## src/rtl/noc_port_arbiter.sv

```systemverilog
// Per-output-port wormhole arbiter: round-robin grant held from head flit to tail flit.
// Optional stall watchdog enabled by defining NOC_ARB_TIMEOUT_EN.
module noc_port_arbiter #(
    parameter int NUM_REQ    = 5,
    parameter int IDX_W      = 3,
    parameter int HOLD_LIMIT = 16
) (
    input  logic               clk,
    input  logic               rst,
    input  logic [NUM_REQ-1:0] req,
    input  logic [NUM_REQ-1:0] tail,
    input  logic               out_ready,
    output logic [NUM_REQ-1:0] grant,
    output logic               grant_valid,
    output logic [IDX_W-1:0]   grant_idx,
    output logic               xfer,
    output logic               timeout
);

    typedef enum logic [0:0] {
        ST_IDLE   = 1'b0,
        ST_LOCKED = 1'b1
    } state_t;

    if (HOLD_LIMIT < 2 || HOLD_LIMIT > 255) begin : g_bad_hold_limit
        $error("HOLD_LIMIT out of range 2..255");
    end
    if ((1 << IDX_W) < NUM_REQ) begin : g_bad_idx_w
        $error("IDX_W too narrow for NUM_REQ");
    end

    // First requester found searching upward from ptr+1 with wrap-around.
    function automatic logic [IDX_W-1:0] rr_pick(input logic [NUM_REQ-1:0] r,
                                                 input logic [IDX_W-1:0]   ptr);
        int   pos;
        logic found;
        rr_pick = '0;
        found   = 1'b0;
        for (int k = 1; k <= NUM_REQ; k++) begin
            pos = int'(ptr) + k;
            if (pos >= NUM_REQ) begin
                pos = pos - NUM_REQ;
            end
            if (!found && r[pos]) begin
                rr_pick = IDX_W'(pos);
                found   = 1'b1;
            end
        end
    endfunction

    localparam logic [NUM_REQ-1:0] ONE_HOT_0 = {{(NUM_REQ-1){1'b0}}, 1'b1};

    state_t             state_r, state_s;
    logic [NUM_REQ-1:0] grant_r, grant_s;
    logic               grant_valid_r;
    logic [IDX_W-1:0]   grant_idx_r, grant_idx_s;
    logic [IDX_W-1:0]   rr_ptr_r, rr_ptr_s;
    logic [IDX_W-1:0]   sel_idx_s;
    logic               req_hit_s;
    logic               tail_hit_s;
    logic               xfer_s;
    logic               release_s;
    logic               watchdog_fire_s;

    // Grant is one-hot, so masking req/tail with it samples only the granted input.
    assign req_hit_s  = |(grant_r & req);
    assign tail_hit_s = |(grant_r & tail);
    assign xfer_s     = req_hit_s & out_ready;
    assign sel_idx_s  = rr_pick(req, rr_ptr_r);

`ifdef NOC_ARB_TIMEOUT_EN
    logic [7:0] stall_cnt_r, stall_cnt_s;
    logic       timeout_r;

    assign watchdog_fire_s = (state_r == ST_LOCKED) && (stall_cnt_r >= 8'(HOLD_LIMIT));

    // Stall counter next value: clears on transfer or release, counts starved locked cycles.
    always_comb begin
        stall_cnt_s = stall_cnt_r;
        if (state_r != ST_LOCKED || release_s || xfer_s) begin
            stall_cnt_s = 8'd0;
        end else if (!req_hit_s) begin
            stall_cnt_s = stall_cnt_r + 8'd1;
        end else begin
            stall_cnt_s = stall_cnt_r;
        end
    end

    // Watchdog state and one-cycle timeout pulse.
    always_ff @(posedge clk or posedge rst) begin
        if (rst) begin
            stall_cnt_r <= 8'd0;
            timeout_r   <= 1'b0;
        end else begin
            stall_cnt_r <= stall_cnt_s;
            timeout_r   <= watchdog_fire_s;
        end
    end

    assign timeout = timeout_r;
`else
    assign watchdog_fire_s = 1'b0;
    assign timeout         = 1'b0;
`endif

    // Next-state logic: arbitrate in IDLE, hold grant in LOCKED until tail or watchdog.
    always_comb begin
        state_s     = state_r;
        grant_s     = grant_r;
        grant_idx_s = grant_idx_r;
        rr_ptr_s    = rr_ptr_r;
        release_s   = 1'b0;
        case (state_r)
            ST_IDLE: begin
                if (|req) begin
                    grant_s     = ONE_HOT_0 << sel_idx_s;
                    grant_idx_s = sel_idx_s;
                    state_s     = ST_LOCKED;
                end else begin
                    grant_s     = '0;
                    grant_idx_s = '0;
                end
            end
            ST_LOCKED: begin
                if (watchdog_fire_s || (xfer_s && tail_hit_s)) begin
                    release_s   = 1'b1;
                    grant_s     = '0;
                    grant_idx_s = '0;
                    rr_ptr_s    = grant_idx_r;
                    state_s     = ST_IDLE;
                end else begin
                    state_s = ST_LOCKED;
                end
            end
            default: begin
                grant_s     = '0;
                grant_idx_s = '0;
                state_s     = ST_IDLE;
            end
        endcase
    end

    // State and registered grant outputs.
    always_ff @(posedge clk or posedge rst) begin
        if (rst) begin
            state_r       <= ST_IDLE;
            grant_r       <= '0;
            grant_valid_r <= 1'b0;
            grant_idx_r   <= '0;
            rr_ptr_r      <= IDX_W'(NUM_REQ - 1);
        end else begin
            state_r       <= state_s;
            grant_r       <= grant_s;
            grant_valid_r <= |grant_s;
            grant_idx_r   <= grant_idx_s;
            rr_ptr_r      <= rr_ptr_s;
        end
    end

    assign grant       = grant_r;
    assign grant_valid = grant_valid_r;
    assign grant_idx   = grant_idx_r;
    assign xfer        = xfer_s;

endmodule

```

## config.mk

```make
export PLATFORM = sky130hd
export DESIGN_NAME = noc_port_arbiter
export DESIGN_NICKNAME = d
export VERILOG_FILES = /design/src/rtl/noc_port_arbiter.sv
export SDC_FILE = /design/constraint.sdc
export NUM_CORES = 1
export LEC_CHECK = 0
export ABC_AREA = 1
export BUFFER_PORTS_ARGS = -buffer_cell sky130_fd_sc_hd__buf_2
export CORE_MARGIN = 1.5
export CORE_UTILIZATION = 30
export DETAILED_ROUTE_END_ITERATION = 8
export PLACE_DENSITY = 0.49
export SLEW_MARGIN = 20
export SYNTH_ARGS = -nofsm -noshare
export SYNTH_HDL_FRONTEND = slang
export SYNTH_SLANG_ARGS = --single-unit
```

## constraint.sdc

```tcl
create_clock -name clk -period 7.9 [get_ports clk]
set_input_delay 0.395 -clock clk [delete_from_list [all_inputs] [get_ports clk]]
set_output_delay 0.395 -clock clk [all_outputs]
set_load 0.01 [all_outputs]
```

* Yosys cells after proc, flatten, opt, wreduce, memory -nomap -nowiden *
Index checks and enable logic that the tools add are counted.

storage, ports and cells
  bits of input ports = 13
  output and inout port bits = 11
  bits in registers = 13
  logic and storage cells = 83

cells by class
  shift operators = 1
  order comparisons = 10
  equal/unequal tests = 1
  reduce and logical (&&, ||, !) cells = 14
  bitwise gates (word level) = 4
  mux-type cells = 38
  add/subtract/negate cells = 10

operators with widths
  cell                   count
  $lt A32 B5 Y1 const B  5
  $mux W32               5
  $sub A4 B3 Y5 const B  5
  $mux W3                7
  $ge A4 B3 Y1 const B   5
  $reduce_or A5 Y1       4
  $mux W1                16
  $bmux W1 S3            5
  $and A5 B5 Y5          2
  $mux W5                2
  $pmux W5 S2            1
  $add A3 B2 Y4 const B  2
  $add A3 B3 Y4 const B  2
  $pmux W3 S2            1
  $logic_and A1 B1 Y1    5
  $shl A1 B3 Y5 const A  1
  $add A3 B1 Y4 const B  1
  $logic_not A1 Y1       4
  $ne A2 B1 Y1 const B   1
  $pmux W1 S2            1
  $reduce_and A2 Y1      1
  $and A1 B1 Y1          1
  $not A1 Y1             1

* Longest topological paths before layout *
  depth after elaboration = 23
  mapped depth = 25

* Worst setup path after synthesis *
OpenSTA, ideal clock, no wires.

  kind = reg2reg
  start point = reg rr_ptr_r[0]
  end point = reg grant_valid_r, in the netlist grant_valid
  stages on the path, launching flop included = 23
  arrival = 2.500 ns
  path slack = 5.268 ns
  library setup time = 0.132 ns
  cells stage by stage = dfrtp_1 buf_4 inv_4 ha_1 buf_4 inv_2 nand3_1 nand2_2 nand3_2 nand3_1 nand3_2 nand2_1 nand2_1 nand2_2 nand2_1 nor2_4 nand3b_1 nand3_2 inv_1 nand3_1 nand2_1 nor2_1 nand3_1

between the ends
  cells in the longest elaborated chain, start to end = 23
  elaborated cells on any way between the ends = 56
  those cells by class = add/sub: 10; order compare: 5; shift: 1; mux: 31; reduce/logical: 9

ends and longest elaborated chain
  element                                        RTL line  source
  start: declaration                             57        logic [IDX_W-1:0] rr_ptr_r, rr_ptr_s;
  start signal: assignment                       150       rr_ptr_r <= IDX_W'(NUM_REQ - 1);
  start signal: assignment                       156       rr_ptr_r <= rr_ptr_s;
  $add A3 B1 Y4                                  40        pos = int'(ptr) + k;
  $sub A4 B3 Y5 or $ge A4 B3 Y1 (tied branches)  42, 41
  $mux W32                                       41        if (pos >= NUM_REQ) begin
  $bmux W1 S3                                    44        if (!found && r[pos]) begin
  $mux W1 (implied by the code) (2 in a row)     44
  $mux W1                                        44
  $logic_not A1 Y1                               44
  $logic_and A1 B1 Y1                            44
  (+7 left out)                                  n/a
  $logic_not A1 Y1                               44
  $logic_and A1 B1 Y1                            44
  $mux W3 (*)                                    44
  $shl A1 B3 Y5 (*)                              116       grant_s = ONE_HOT_0 << sel_idx_s;
  $mux W5 (*)                                    115       if (|req) begin
  $pmux W5 S2 (*)                                113       case (state_r)
  via grant_s[2]                                 54        logic [NUM_REQ-1:0] grant_r, grant_s;
  $reduce_or A5 Y1 (*)                           154       grant_valid_r <= |grant_s;
  end signal: assignment                         154
  end: declaration                               55        logic grant_valid_r;

Mark *: on every way through the listed nets, which the timed path passes. The rest lies on a longest branch. The select of a mux whose other input is x is not followed.
A chain may end at the register's enable or synchronous reset.

* Worst setup path in the final report *
Ends and elaborated chain as after synthesis.

==> summary.md <==
| Metric | Value |
|---|---|
| Average footprint of a synthesized cell | `6.17 sq um` |
| Num rows | `27` |
| Non-Filler Cell Area, Final | `1970 sq um` |
| First-pass GRT wire length | `about 8600 um` |
| Number of nets in the final layout | `between 300 and 400` |
| Post-route DRC violation count | `0` |
| Maximum capacitance violations | `0` |
| Worst slew margin relative to its limit | `0.472` |
| Clk slew on worst S/H paths | `0.06 ns` |
| CP cell instances | `inv_4 -> ha_1 -> nor2_1 -> nor2_1 -> nand2_1 -> nand2_1 -> nand3_2 -> nand2_1 -> nand2_1 -> nand2_2 -> nand2_1 -> nor2_4 -> nand3_1 -> nand3_2 -> inv_1 -> nand3_1 -> nand2_1 -> nor2_1 -> nand3_1` |
| Ratio of cells with drive above 1 in the final layout | `0.203` |
| Vertical die dimension | `79.6 um` |
| Pin count of the biggest net entering global routing | `24` |
| Ratio of routed vias to standard cells | `4.86` |
| Warnings from Yosys | `0` |
| Overall routed net length | `4830 um` |
| Overall Global Routing Usage | `0.169` |
| R2R Setup Slk | `between 4 and 5 ns` |
| Clock root buffer master | `sky130_fd_sc_hd__clkbuf_8` |
| Slowest library cell on the worst path | `sky130_fd_sc_hd__dfrtp_1` |
| CTS H-tree depth | `1` |
| Final Max Slew Viols | `0` |
| Launching element type of the critical path | `flip-flop` |
| Number of antenna violations at the first check in global routing | `0` |
| Top library cells by usage in the layout, fill and taps aside | `sky130_fd_sc_hd__nand2_1, sky130_fd_sc_hd__nand3_1, sky130_fd_sc_hd__inv_1` |
| Sequential cell area | `327 sq um` |
| Global placement routability congestion | `0.890` |
| Type of the most critical hold path | `input port to asynchronous set/reset pin` |
| Leftover overflow at the end of global routing | `0` |
| Slew at the pin closest to its max-slew limit | `0.792 ns` |
| Horizontal extent of the die | `79.6 um` |
| Post-layout utilization of the core | `0.353` |
| Core footprint | `5570 sq um` |
| Most common library cell in the layout ignoring fill and taps | `sky130_fd_sc_hd__nand2_1` |
| Number of global-route vias before repair | `1695` |
| Number of I/O pins | `24` |
| Final setup fails | `0` |
| Average wire length per cell after detail routing | `around 13 um` |
| Antenna diodes | `0` |
| Biggest cell delay along the critical path | `0.86 ns` |
| Category of the critical setup timing path | `flip-flop to flip-flop` |
| RSZ-0062 raised after global routing | `no` |
| Area growth syn-to-layout | `11.8%` |
| Clk buf depth | `2` |
| CTS buffer count | `3` |
| Post-place instance area | `roughly 1900 sq um` |
| Number of cells on the worst reg-to-reg path | `19` |
| Cell count after synthesis | `285` |
| Achievable clock frequency | `0.285 GHz` |
| WP data arrival | `3.63 ns` |
| Critical Path Sink Type | `flip-flop` |
| Data required, critical path | `8.01 ns` |
| Final Hold Viols | `0` |
| Shortest period the worst path allows | `3.51 ns` |
| Total negative setup slack | `0 ns` |
| Run status | `finished, final reports clean` |
| Setup slack at placement | `4.39 ns` |
| Starting density of the core | `0.316` |
| Final WS setup | `4.39 ns` |
| Detailed-routing iteration count for the pre-antenna-repair pass | `6` |
| Area of the mapped netlist | `1760 sq um` |
| Buffer count from post-CTS setup fixing | `0` |
| Clock Skew | `just under 0.004 ns` |
| Portion of the clock cycle consumed by the worst path in the final layout | `0.445` |
| Cell mode on critical path | `sky130_fd_sc_hd__nand2_1` |
| Clock tree from TritonCTS | `done` |
| Worst-path fanout max | `23` |
| Hold buffer count at CTS | `0` |
| Sequential area share after synthesis | `0.186` |
| Post-synthesis cell type count | `36` |
| Area taken by multi-input logic gates | `1240 sq um` |
| Sink count of the clock tree | `13` |
| Area of the die | `about 6300 sq um` |
| Violation count after the first detailed-route iteration | `around 120` |
| Antenna violation net count after detailed routing | `0` |
| Routed vias | `1837` |
| Synth Register Bits | `13` |
| Launching point of the worst reg2reg path | `rr_ptr_r[0]$_DFFE_PP0P_` |
| Post_cts resized | `0` |
| Net count of the mapped netlist | `310` |
| Clock insertion delay at the later pin of the skew report | `0.24 ns` |
| Reg2reg end | `grant_valid$_DFF_PP0_` |
| Number of port buffers | `22` |
| Placed wire-length estimate after detailed placement | `4000 um` |
| # fillers | `629` |
how the worst max path moves through the flow:
| stage | startpoint | to | slack, ns | cells past startpoint |
|---|---|---|---|---|
| final | rr_ptr_r[0]$_DFFE_PP0P_ | grant_valid$_DFF_PP0_ | 4.39 | 19 |
| after global routing | rr_ptr_r[0]$_DFFE_PP0P_ | grant_valid$_DFF_PP0_ | 3.96 | 20 |
| after CTS | rr_ptr_r[0]$_DFFE_PP0P_ | grant_valid$_DFF_PP0_ | 4.41 | 20 |
| after detailed placement | rr_ptr_r[0]$_DFFE_PP0P_ | grant_valid$_DFF_PP0_ | 4.39 | 20 |
| after global placement | rr_ptr_r[0]$_DFFE_PP0P_ | grant_valid$_DFF_PP0_ | 4.45 | 18 |
| after floorplan | rr_ptr_r[0]$_DFFE_PP0P_ | grant_valid$_DFF_PP0_ | 5.27 | 22 |
state kept, by name, summed over array words and instances (netlist names):
register     count
rr_ptr_r         3
grant            5
grant_valid      1
grant_idx        3
state_r          1
Yosys cell counts (all sizes together):
master | number | share of area
nor2 | 17 | 0.049
xor2 | 2 | 0.014
dfstp | 1 | 0.015
nand3b | 1 | 0.0043
clkinv | 3 | 0.0071
nand3 | 50 | 0.17
a31oi | 1 | 0.0036
dfrtp | 12 | 0.17
ha | 12 | 0.085
buf | 4 | 0.019
conb | 1 | 0.0021
a21oi | 2 | 0.0078
a22o | 1 | 0.0050
nand4 | 9 | 0.036
a221oi | 2 | 0.010
clkbuf | 1 | 0.0021
nand2 | 111 | 0.26
o211ai | 1 | 0.0043
inv | 36 | 0.078
a22oi | 1 | 0.0043
o21ai | 17 | 0.050
critical path, delay by kind of cell, from the launching register on:
| kind | cells | cell delay [ns] |
|---|---|---|
| buffers and inverters | 2 | 0.25 |
| AND/OR/NAND/NOR | 16 | 1.77 |
| adder cells (fa/ha/maj) | 1 | 0.51 |
| flip-flops | 1 | 0.86 |
per-layer routing:
| metal | track usage | wire [um] | share of wire |
|---|---|---|---|
| met1 | 0.242 | 2440 | 0.50 |
| met3 | 0.0114 | 141 | 0.029 |
| met4 | 0.0439 | 74 | 0.015 |
| met2 | 0.274 | 2180 | 0.45 |
| met5 | 0 | 0 | 0 |
through the flow:
step | std cells | hold WS (ns)
after floorplan | 285 | 0.271
after global placement | 374 | 0.448
after detailed placement | 374 | 0.454
after CTS | 378 | 0.188
after global routing | 378 | 0.215
final | 378 | 0.171
cell type report:
cell class / instances / area share
Clock buffer: 4 / 0.0229
Inverter: 39 / 0.0763
Multi-Input combinational cell: 228 / 0.633
Sequential cell: 13 / 0.166
Tap cell: 72 / 0.0458
Timing Repair Buffer: 22 / 0.0560
cell families (layout without fill, tap and decap cells):
logic type,Yosys count,after routing,share of synthesized area
flops,13,13,0.186
xor+xnor,2,2,0.0142
other cells,1,1,0.00213
fa+ha+maj,12,12,0.0853
buf+inv,44,65,0.107
simple gates,188,188,0.521
compound gates,25,25,0.0854
Power is not shown: default switching activity piles up to over one toggle a cycle in this logic, so the estimate is an artifact.
